<file path="src/rtl/vga_pkg.sv">
// vga_pkg: shared VGA timing sets (H/V tuples), colour-width defaults,
// sync-polarity constants and the colour-bar index helper.
package vga_pkg;

  localparam int CNT_W = 12;

  typedef struct packed {
    int res;
    int fp;
    int sync;
    int bp;
  } vga_axis_t;

  localparam vga_axis_t VGA_640x480_H  = '{res: 640,  fp: 16, sync: 96,  bp: 48};
  localparam vga_axis_t VGA_640x480_V  = '{res: 480,  fp: 10, sync: 2,   bp: 33};
  localparam vga_axis_t VGA_800x600_H  = '{res: 800,  fp: 40, sync: 128, bp: 88};
  localparam vga_axis_t VGA_800x600_V  = '{res: 600,  fp: 1,  sync: 4,   bp: 23};
  localparam vga_axis_t VGA_1024x768_H = '{res: 1024, fp: 24, sync: 136, bp: 160};
  localparam vga_axis_t VGA_1024x768_V = '{res: 768,  fp: 3,  sync: 6,   bp: 29};

  localparam bit SYNC_ACT_LOW  = 1'b0;
  localparam bit SYNC_ACT_HIGH = 1'b1;

  localparam int DEF_R_W = 3;
  localparam int DEF_G_W = 3;
  localparam int DEF_B_W = 2;

  // Colour-bar index: which of 8 equal-width vertical bars a column falls in.
  function automatic logic [2:0] bar_index(input logic [CNT_W-1:0] col, input int res);
    return 3'((32'(col) * 32'd8) / 32'(res));
  endfunction

endpackage

</file>
<file path="src/rtl/vga_axis_counter.sv">
// vga_axis_counter: one raster axis (horizontal or vertical). Counts
// 0..TOTAL-1 when en && carry_in, decodes active region and sync window,
// and flags the wrap so the next axis can chain off it as a carry enable.
module vga_axis_counter
  import vga_pkg::*;
#(
  parameter int RES  = 1024,
  parameter int FP   = 24,
  parameter int SYNC = 136,
  parameter int BP   = 160,
  parameter bit POL  = SYNC_ACT_LOW
) (
  input  logic             vga_clk,
  input  logic             reset_n,
  input  logic             en,
  input  logic             carry_in,
  output logic [CNT_W-1:0] count,
  output logic             active,
  output logic             sync,
  output logic             wrap
);

  localparam int TOTAL = RES + FP + SYNC + BP;
  localparam logic [CNT_W-1:0] LAST    = CNT_W'(TOTAL - 1);
  localparam logic [CNT_W-1:0] RES_C   = CNT_W'(RES);
  localparam logic [CNT_W-1:0] SYNC_LO = CNT_W'(RES + FP);
  localparam logic [CNT_W-1:0] SYNC_HI = CNT_W'(RES + FP + SYNC);

  logic step;

  assign step   = en && carry_in;
  assign wrap   = step && (count == LAST);
  assign active = count < RES_C;
  assign sync   = ((count >= SYNC_LO) && (count < SYNC_HI)) ? POL : ~POL;

  // Axis position: advance on carry, wrap at the end of the total period
  always_ff @(posedge vga_clk) begin
    if (!reset_n) begin
      count <= '0;
    end else if (step) begin
      count <= wrap ? '0 : count + 1'b1;
    end
  end

endmodule

</file>
<file path="src/rtl/vga_timing_gen.sv">
// vga_timing_gen: single-clock VGA raster generator. Emits pixel requests
// (column/row) PIPE_DLY enables ahead of the colour outputs and delays
// sync/blank to match the pixel source latency.
// Optional build macro VGA_TEST_PATTERN_EN adds input pattern_sel, which
// replaces the pixel input with 8 vertical colour bars.
module vga_timing_gen
  import vga_pkg::*;
#(
  parameter int H_RES    = VGA_1024x768_H.res,
  parameter int H_FP     = VGA_1024x768_H.fp,
  parameter int H_SYNC   = VGA_1024x768_H.sync,
  parameter int H_BP     = VGA_1024x768_H.bp,
  parameter int V_RES    = VGA_1024x768_V.res,
  parameter int V_FP     = VGA_1024x768_V.fp,
  parameter int V_SYNC   = VGA_1024x768_V.sync,
  parameter int V_BP     = VGA_1024x768_V.bp,
  parameter bit HS_POL   = SYNC_ACT_LOW,
  parameter bit VS_POL   = SYNC_ACT_LOW,
  parameter int R_W      = DEF_R_W,
  parameter int G_W      = DEF_G_W,
  parameter int B_W      = DEF_B_W,
  parameter int PIPE_DLY = 2
) (
  input  logic                   vga_clk,
  input  logic                   reset_n,
  input  logic                   pix_en,
  input  logic [R_W+G_W+B_W-1:0] pixel,
`ifdef VGA_TEST_PATTERN_EN
  input  logic                   pattern_sel,
`endif
  output logic                   req_valid,
  output logic [CNT_W-1:0]       column,
  output logic [CNT_W-1:0]       row,
  output logic                   line_start,
  output logic                   frame_start,
  output logic                   HSync,
  output logic                   VSync,
  output logic [R_W-1:0]         Red,
  output logic [G_W-1:0]         Green,
  output logic [B_W-1:0]         Blue
);

  localparam int H_TOTAL = H_RES + H_FP + H_SYNC + H_BP;
  localparam int V_TOTAL = V_RES + V_FP + V_SYNC + V_BP;

  generate
    if (H_TOTAL > 4095 || V_TOTAL > 4095 || PIPE_DLY > 7 || PIPE_DLY < 0) begin : g_param_err
      $error("vga_timing_gen: H_TOTAL/V_TOTAL must be <= 4095 and PIPE_DLY in 0..7");
    end
  endgenerate

  logic [CNT_W-1:0] hcnt, vcnt;
  logic             h_act, v_act, h_sync, v_sync, h_wrap, v_wrap_unused;
  logic             active_c;

  vga_axis_counter #(
    .RES(H_RES), .FP(H_FP), .SYNC(H_SYNC), .BP(H_BP), .POL(HS_POL)
  ) u_h_axis (
    .vga_clk (vga_clk),
    .reset_n (reset_n),
    .en      (pix_en),
    .carry_in(pix_en),
    .count   (hcnt),
    .active  (h_act),
    .sync    (h_sync),
    .wrap    (h_wrap)
  );

  vga_axis_counter #(
    .RES(V_RES), .FP(V_FP), .SYNC(V_SYNC), .BP(V_BP), .POL(VS_POL)
  ) u_v_axis (
    .vga_clk (vga_clk),
    .reset_n (reset_n),
    .en      (pix_en),
    .carry_in(h_wrap),
    .count   (vcnt),
    .active  (v_act),
    .sync    (v_sync),
    .wrap    (v_wrap_unused)
  );

  assign active_c = h_act && v_act;

  // ---- request stage (p0): registered decode of the counters ----
  logic hs_p0, vs_p0;
`ifdef VGA_TEST_PATTERN_EN
  logic [2:0] bar_p0;
`endif

  // Request outputs and the sync/blank seeds for the alignment delay line
  always_ff @(posedge vga_clk) begin
    if (!reset_n) begin
      req_valid   <= 1'b0;
      column      <= '0;
      row         <= '0;
      line_start  <= 1'b0;
      frame_start <= 1'b0;
      hs_p0       <= ~HS_POL;
      vs_p0       <= ~VS_POL;
`ifdef VGA_TEST_PATTERN_EN
      bar_p0      <= '0;
`endif
    end else if (pix_en) begin
      req_valid   <= active_c;
      column      <= active_c ? hcnt : '0;
      row         <= active_c ? vcnt : '0;
      line_start  <= active_c && (hcnt == '0);
      frame_start <= active_c && (hcnt == '0) && (vcnt == '0);
      hs_p0       <= h_sync;
      vs_p0       <= v_sync;
`ifdef VGA_TEST_PATTERN_EN
      bar_p0      <= active_c ? bar_index(hcnt, H_RES) : 3'd0;
`endif
    end
  end

  // ---- alignment stage (p1): PIPE_DLY-deep delay matching the pixel source ----
`ifdef VGA_TEST_PATTERN_EN
  localparam int SW = 6;
  logic [SW-1:0] stg_p0;
  assign stg_p0 = {bar_p0, req_valid, hs_p0, vs_p0};
`else
  localparam int SW = 3;
  logic [SW-1:0] stg_p0;
  assign stg_p0 = {req_valid, hs_p0, vs_p0};
`endif

  localparam logic [SW-1:0] STG_BLANK = SW'({1'b0, ~HS_POL, ~VS_POL});

  logic [SW-1:0] stg_p1;

  generate
    if (PIPE_DLY == 0) begin : g_no_dly
      assign stg_p1 = stg_p0;
    end else begin : g_dly
      logic [SW-1:0] sr_p1 [PIPE_DLY];

      // Shift request-stage blank/sync state along with the pixel read latency
      always_ff @(posedge vga_clk) begin
        if (!reset_n) begin
          for (int i = 0; i < PIPE_DLY; i++) sr_p1[i] <= STG_BLANK;
        end else if (pix_en) begin
          sr_p1[0] <= stg_p0;
          for (int i = 1; i < PIPE_DLY; i++) sr_p1[i] <= sr_p1[i-1];
        end
      end

      assign stg_p1 = sr_p1[PIPE_DLY-1];
    end
  endgenerate

  // ---- output stage (p2): registered colour, sync and blanking ----
  logic           vld_p1, hs_p1, vs_p1;
  logic [R_W-1:0] r_src;
  logic [G_W-1:0] g_src;
  logic [B_W-1:0] b_src;

  assign {vld_p1, hs_p1, vs_p1} = stg_p1[2:0];

  // Colour source select: pixel fields are {B,G,R} LSB-first
  always_comb begin
    r_src = pixel[R_W-1:0];
    g_src = pixel[R_W +: G_W];
    b_src = pixel[R_W+G_W +: B_W];
`ifdef VGA_TEST_PATTERN_EN
    if (pattern_sel) begin
      r_src = {R_W{stg_p1[3]}};
      g_src = {G_W{stg_p1[4]}};
      b_src = {B_W{stg_p1[5]}};
    end
`endif
  end

  // Final registers: colour forced to 0 outside the aligned active window
  always_ff @(posedge vga_clk) begin
    if (!reset_n) begin
      HSync <= ~HS_POL;
      VSync <= ~VS_POL;
      Red   <= '0;
      Green <= '0;
      Blue  <= '0;
    end else if (pix_en) begin
      HSync <= hs_p1;
      VSync <= vs_p1;
      Red   <= vld_p1 ? r_src : '0;
      Green <= vld_p1 ? g_src : '0;
      Blue  <= vld_p1 ? b_src : '0;
    end
  end

endmodule

</file>
<file path="config.mk">
export PLATFORM = sky130hd
export DESIGN_NAME = vga_timing_gen
export DESIGN_NICKNAME = d
export VERILOG_FILES = /design/src/rtl/vga_pkg.sv /design/src/rtl/vga_axis_counter.sv /design/src/rtl/vga_timing_gen.sv
export SDC_FILE = /design/constraint.sdc
export NUM_CORES = 1
export LEC_CHECK = 0
export ABC_CLOCK_PERIOD_IN_PS = 2600
export CAP_MARGIN = 30
export CORE_MARGIN = 5
export CORE_UTILIZATION = 38
export DETAILED_ROUTE_END_ITERATION = 16
export GPL_TIMING_DRIVEN = 0
export PLACE_DENSITY_LB_ADDON = 0.2
export RECOVER_POWER = 100
export SKIP_LAST_GASP = 1
export SLEW_MARGIN = 20
export SYNTH_ARGS = -nofsm -noshare
export SYNTH_HDL_FRONTEND = slang
export SYNTH_SLANG_ARGS = --single-unit
</file>
<file path="constraint.sdc">
create_clock -name vga_clk -period 2.6 [get_ports vga_clk]
set_clock_uncertainty 0.15 [all_clocks]
set_input_delay 0.26 -clock vga_clk [delete_from_list [all_inputs] [get_ports vga_clk]]
set_output_delay 0.26 -clock vga_clk [all_outputs]
set_load 0.1 [all_outputs]
</file>
==> impl_metrics.env <==
export IMPL_status="completed"
export IMPL_cts_root_buf="clkbuf_8"
export IMPL_grt_start_max_net_pins=13
export IMPL_cts_hold_buf=0
export IMPL_crit_fanout=10
export IMPL_ys_seq_area_frac=0.5022
export IMPL_fin_tns_setup_ns=0
export IMPL_routed_wl_microns=6531
export IMPL_synth_nets=303
export IMPL_wl_per_cell_microns=14.58
export IMPL_grt_usage=0.1468
export IMPL_via_per_inst=5.033
export IMPL_finalSetupViolCount=0
export IMPL_portBuffers=47
export IMPL_clock_sinks=69
export IMPL_hp_class="register to register"
export IMPL_antenna_found_initial=0
export IMPL_grt_pass1_vias=2163
export IMPL_post_cts_resize_count=0
export IMPL_postCtsSetupBuffers=0
export IMPL_fmax_mhz=421.3
export IMPL_vias=2255
export IMPL_cp_start_kind="input pin"
export IMPL_cts_tree="yes"
export IMPL_syn_mean_instance_area_sq_um=10.04
export IMPL_relSlewSlack=0.3198
export IMPL_clk_path_buf_depth=2
export IMPL_io_pins=48
export IMPL_p_total_w=0.002227
export IMPL_ys_warn_count=0
export IMPL_die_h_microns=96.91
export IMPL_cap_viol_max_count=0
export IMPL_detail_route_antenna_nets=0
export IMPL_rsz0062_at_grt="false"
export IMPL_ir_drop_mv=0.2953
export IMPL_pre_cts_ws_ns=-0.06048
export IMPL_die_area_sq_um=9392
export IMPL_r2r_start="u_h_axis.count[1]$_SDFFE_PN0P_"
export IMPL_ys_seq_elements=69
export IMPL_p_leak_nw=1.449
export IMPL_syn_area_sq_um=2870
export IMPL_finalMaxSlewViolations=0
export IMPL_critPathRequiredTime_ns=2.50
export IMPL_final_nets=361
export IMPL_synth_distinct_cells=51
export IMPL_regToRegSetupSlack_ns=0.27
export IMPL_diodes=0
export IMPL_clock_latency_ns=0.34
export IMPL_dp_hpwl_microns=4679
export IMPL_routabilityCongestion=0.7576
export IMPL_power_density_nw_per_um2=606.5
export IMPL_arrival_ns=2.28
export IMPL_syn2layout_area_growth_pct=27.90
export IMPL_core_area_sq_um=7292
export IMPL_tightest_slew_ns=1.017
export IMPL_drt_pass1_iter_count=4
export IMPL_synthCells=286
export IMPL_finalCritPeriodShare=0.9128
export IMPL_rows=31
export IMPL_hold_viol=0
export IMPL_endpoint_kind="register"
export IMPL_grt_first_pass_wirelength_microns=11290
export IMPL_gr_total_overflow=0
export IMPL_numCtsBuffers=9
export IMPL_path_clk_slew_ns=0.08
export IMPL_die_x_microns=96.91
export IMPL_drt_iter0_drc=61
export IMPL_worstHoldStart="line_start$_SDFFE_PN0P_"
export IMPL_fin_crit_ns=2.373
export IMPL_layout_drive_gt1_share=0.1003
export IMPL_drc=0
export IMPL_crit_start="reset_n"
export IMPL_htreeDepth=3
export IMPL_worstSetupPathType="input pin to register"
export IMPL_setup_slack_ns=0.2266
export IMPL_initial_core_util=0.3936
metal layers:
metal | vias to the layer above | GRT usage | wire length, microns
met2 | 48 | 0.2330 | 3078
met4 | 0 | 0.04860 | 85
met3 | 8 | 0.04317 | 248
met1 | 1052 | 0.1907 | 3119
li1 | 1147 | - | -
met5 | - | 0 | 0
logic make-up after synthesis:
logic type	Yosys count	share of synthesized area
AOI/OAI and AO/OA	61	0.1469
and+or+nand+nor	113	0.2428
xor gates and xnor gates	9	0.02746
adders and majority gates	6	0.02615
DFF	69	0.5022
buffers and inverters	26	0.04751
muxes	2	0.006975
sequential cells by signal, indices dropped and copies added (netlist names):
signal	flops
g_dly.sr_p1	6
vs_p0	1
column	12
Red	3
VSync	1
u_v_axis.count	12
req_valid	1
row	12
u_h_axis.count	12
Green	3
Blue	2
hs_p0	1
HSync	1
frame_start	1
line_start	1
cell usage after synthesis, drive strengths merged:
| cell | n | area [sq um] |
|---|---|---|
| nor4 | 1 | 6.260 |
| buf | 9 | 58.80 |
| xnor2 | 4 | 35.03 |
| or4 | 9 | 71.32 |
| a21boi | 3 | 22.52 |
| and4b | 1 | 10.01 |
| and2b | 1 | 8.760 |
| and3b | 1 | 8.760 |
| and3 | 5 | 33.78 |
| inv | 8 | 30.03 |
| ha | 6 | 75.07 |
| edfxtp | 6 | 180.2 |
| a21oi | 19 | 95.09 |
| a22o | 20 | 176.4 |
| and2 | 8 | 50.05 |
| nor4b | 2 | 32.53 |
| or3 | 4 | 25.02 |
| a22oi | 1 | 7.510 |
| xor2 | 5 | 43.79 |
| mux2i | 2 | 20.02 |
| nor2b | 17 | 106.4 |
| nand4 | 6 | 52.55 |
| nand4b | 1 | 8.760 |
| o31ai | 5 | 37.54 |
| o22ai | 1 | 6.260 |
| o21ai | 10 | 61.31 |
| a21o | 1 | 7.510 |
| nor3b | 1 | 7.510 |
| and4 | 5 | 46.30 |
| nor2 | 9 | 33.78 |
| nand2 | 20 | 77.58 |
| clkbuf | 9 | 47.55 |
| nand2b | 3 | 18.77 |
| nor3 | 5 | 25.02 |
| dfxtp | 63 | 1261 |
| a211oi | 1 | 7.510 |
| or2 | 3 | 18.77 |
| nand3 | 11 | 55.05 |
cell type report:
class | instances | area [sq um]
fill | 727 | 3621
sequential | 69 | 1441
multi-input combinational | 191 | 1289
timing repair buffer | 47 | 470.5
clock buffer | 11 | 141.4
tap | 99 | 123.9
buffer | 18 | 91.34
clock inverter | 5 | 83.83
inverter | 8 | 30.03
final timing paths:
check	endpoint	cells after the start
setup / recovery	g_dly.sr_p1[0][3]$_SDFFCE_PN1P_	5
hold / removal	line_start$_SDFFE_PN0P_	2
setup reg to reg	u_h_axis.count[11]$_SDFFE_PN0P_	7
hold reg to reg	line_start$_SDFFE_PN0P_	2
stage by stage:
step,utilization,area (sq um),cells,hold WS [ns]
after floorplan,-,2870,286,0.2713
after global placement,0.4751,3465,432,0.2789
after detailed placement,0.4751,3465,432,0.2905
after CTS,0.5060,3690,448,0.3015
after global routing,0.5034,3671,448,0.3297
final,0.5034,3671,448,0.2959
power by group:
group | internal (W) | switching [W] | total [W]
registers | 0.00109 | 0.00000811 | 0.00109
clock network | 0.000568 | 0.000405 | 0.000973
logic | 0.0000440 | 0.000116 | 0.000160
total | 0.00170 | 0.000529 | 0.00223
worst max-delay path, cell delays in order:
cell           delay [ns]
dlygate4sd3_1        0.70
nor2b_1              0.23
clkbuf_1             0.40
clkbuf_1             0.42
inv_1                0.26
cell usage in the layout (no fill, tap or decap), types with 3 or more instances in the layout:
cell	n
ha_1	6
or4_1	9
a21oi_1	19
o31ai_1	5
dfxtp_1	63
or3_1	4
clkdlybuf4s50_1	8
clkbuf_8	10
or2_2	3
buf_2	3
dlygate4sd3_1	39
nand2b_1	3
nor2_1	9
inv_1	8
edfxtp_1	6
nand3_1	11
xnor2_1	4
and2_1	6
and3_1	3
nand2_1	19
a22o_1	19
o21ai_0	9
nor2b_1	17
a21boi_0	3
nor3_1	5
nand4_1	5
xor2_1	5
and4_1	3
clkbuf_1	12
(Power assumes the default switching activity.)
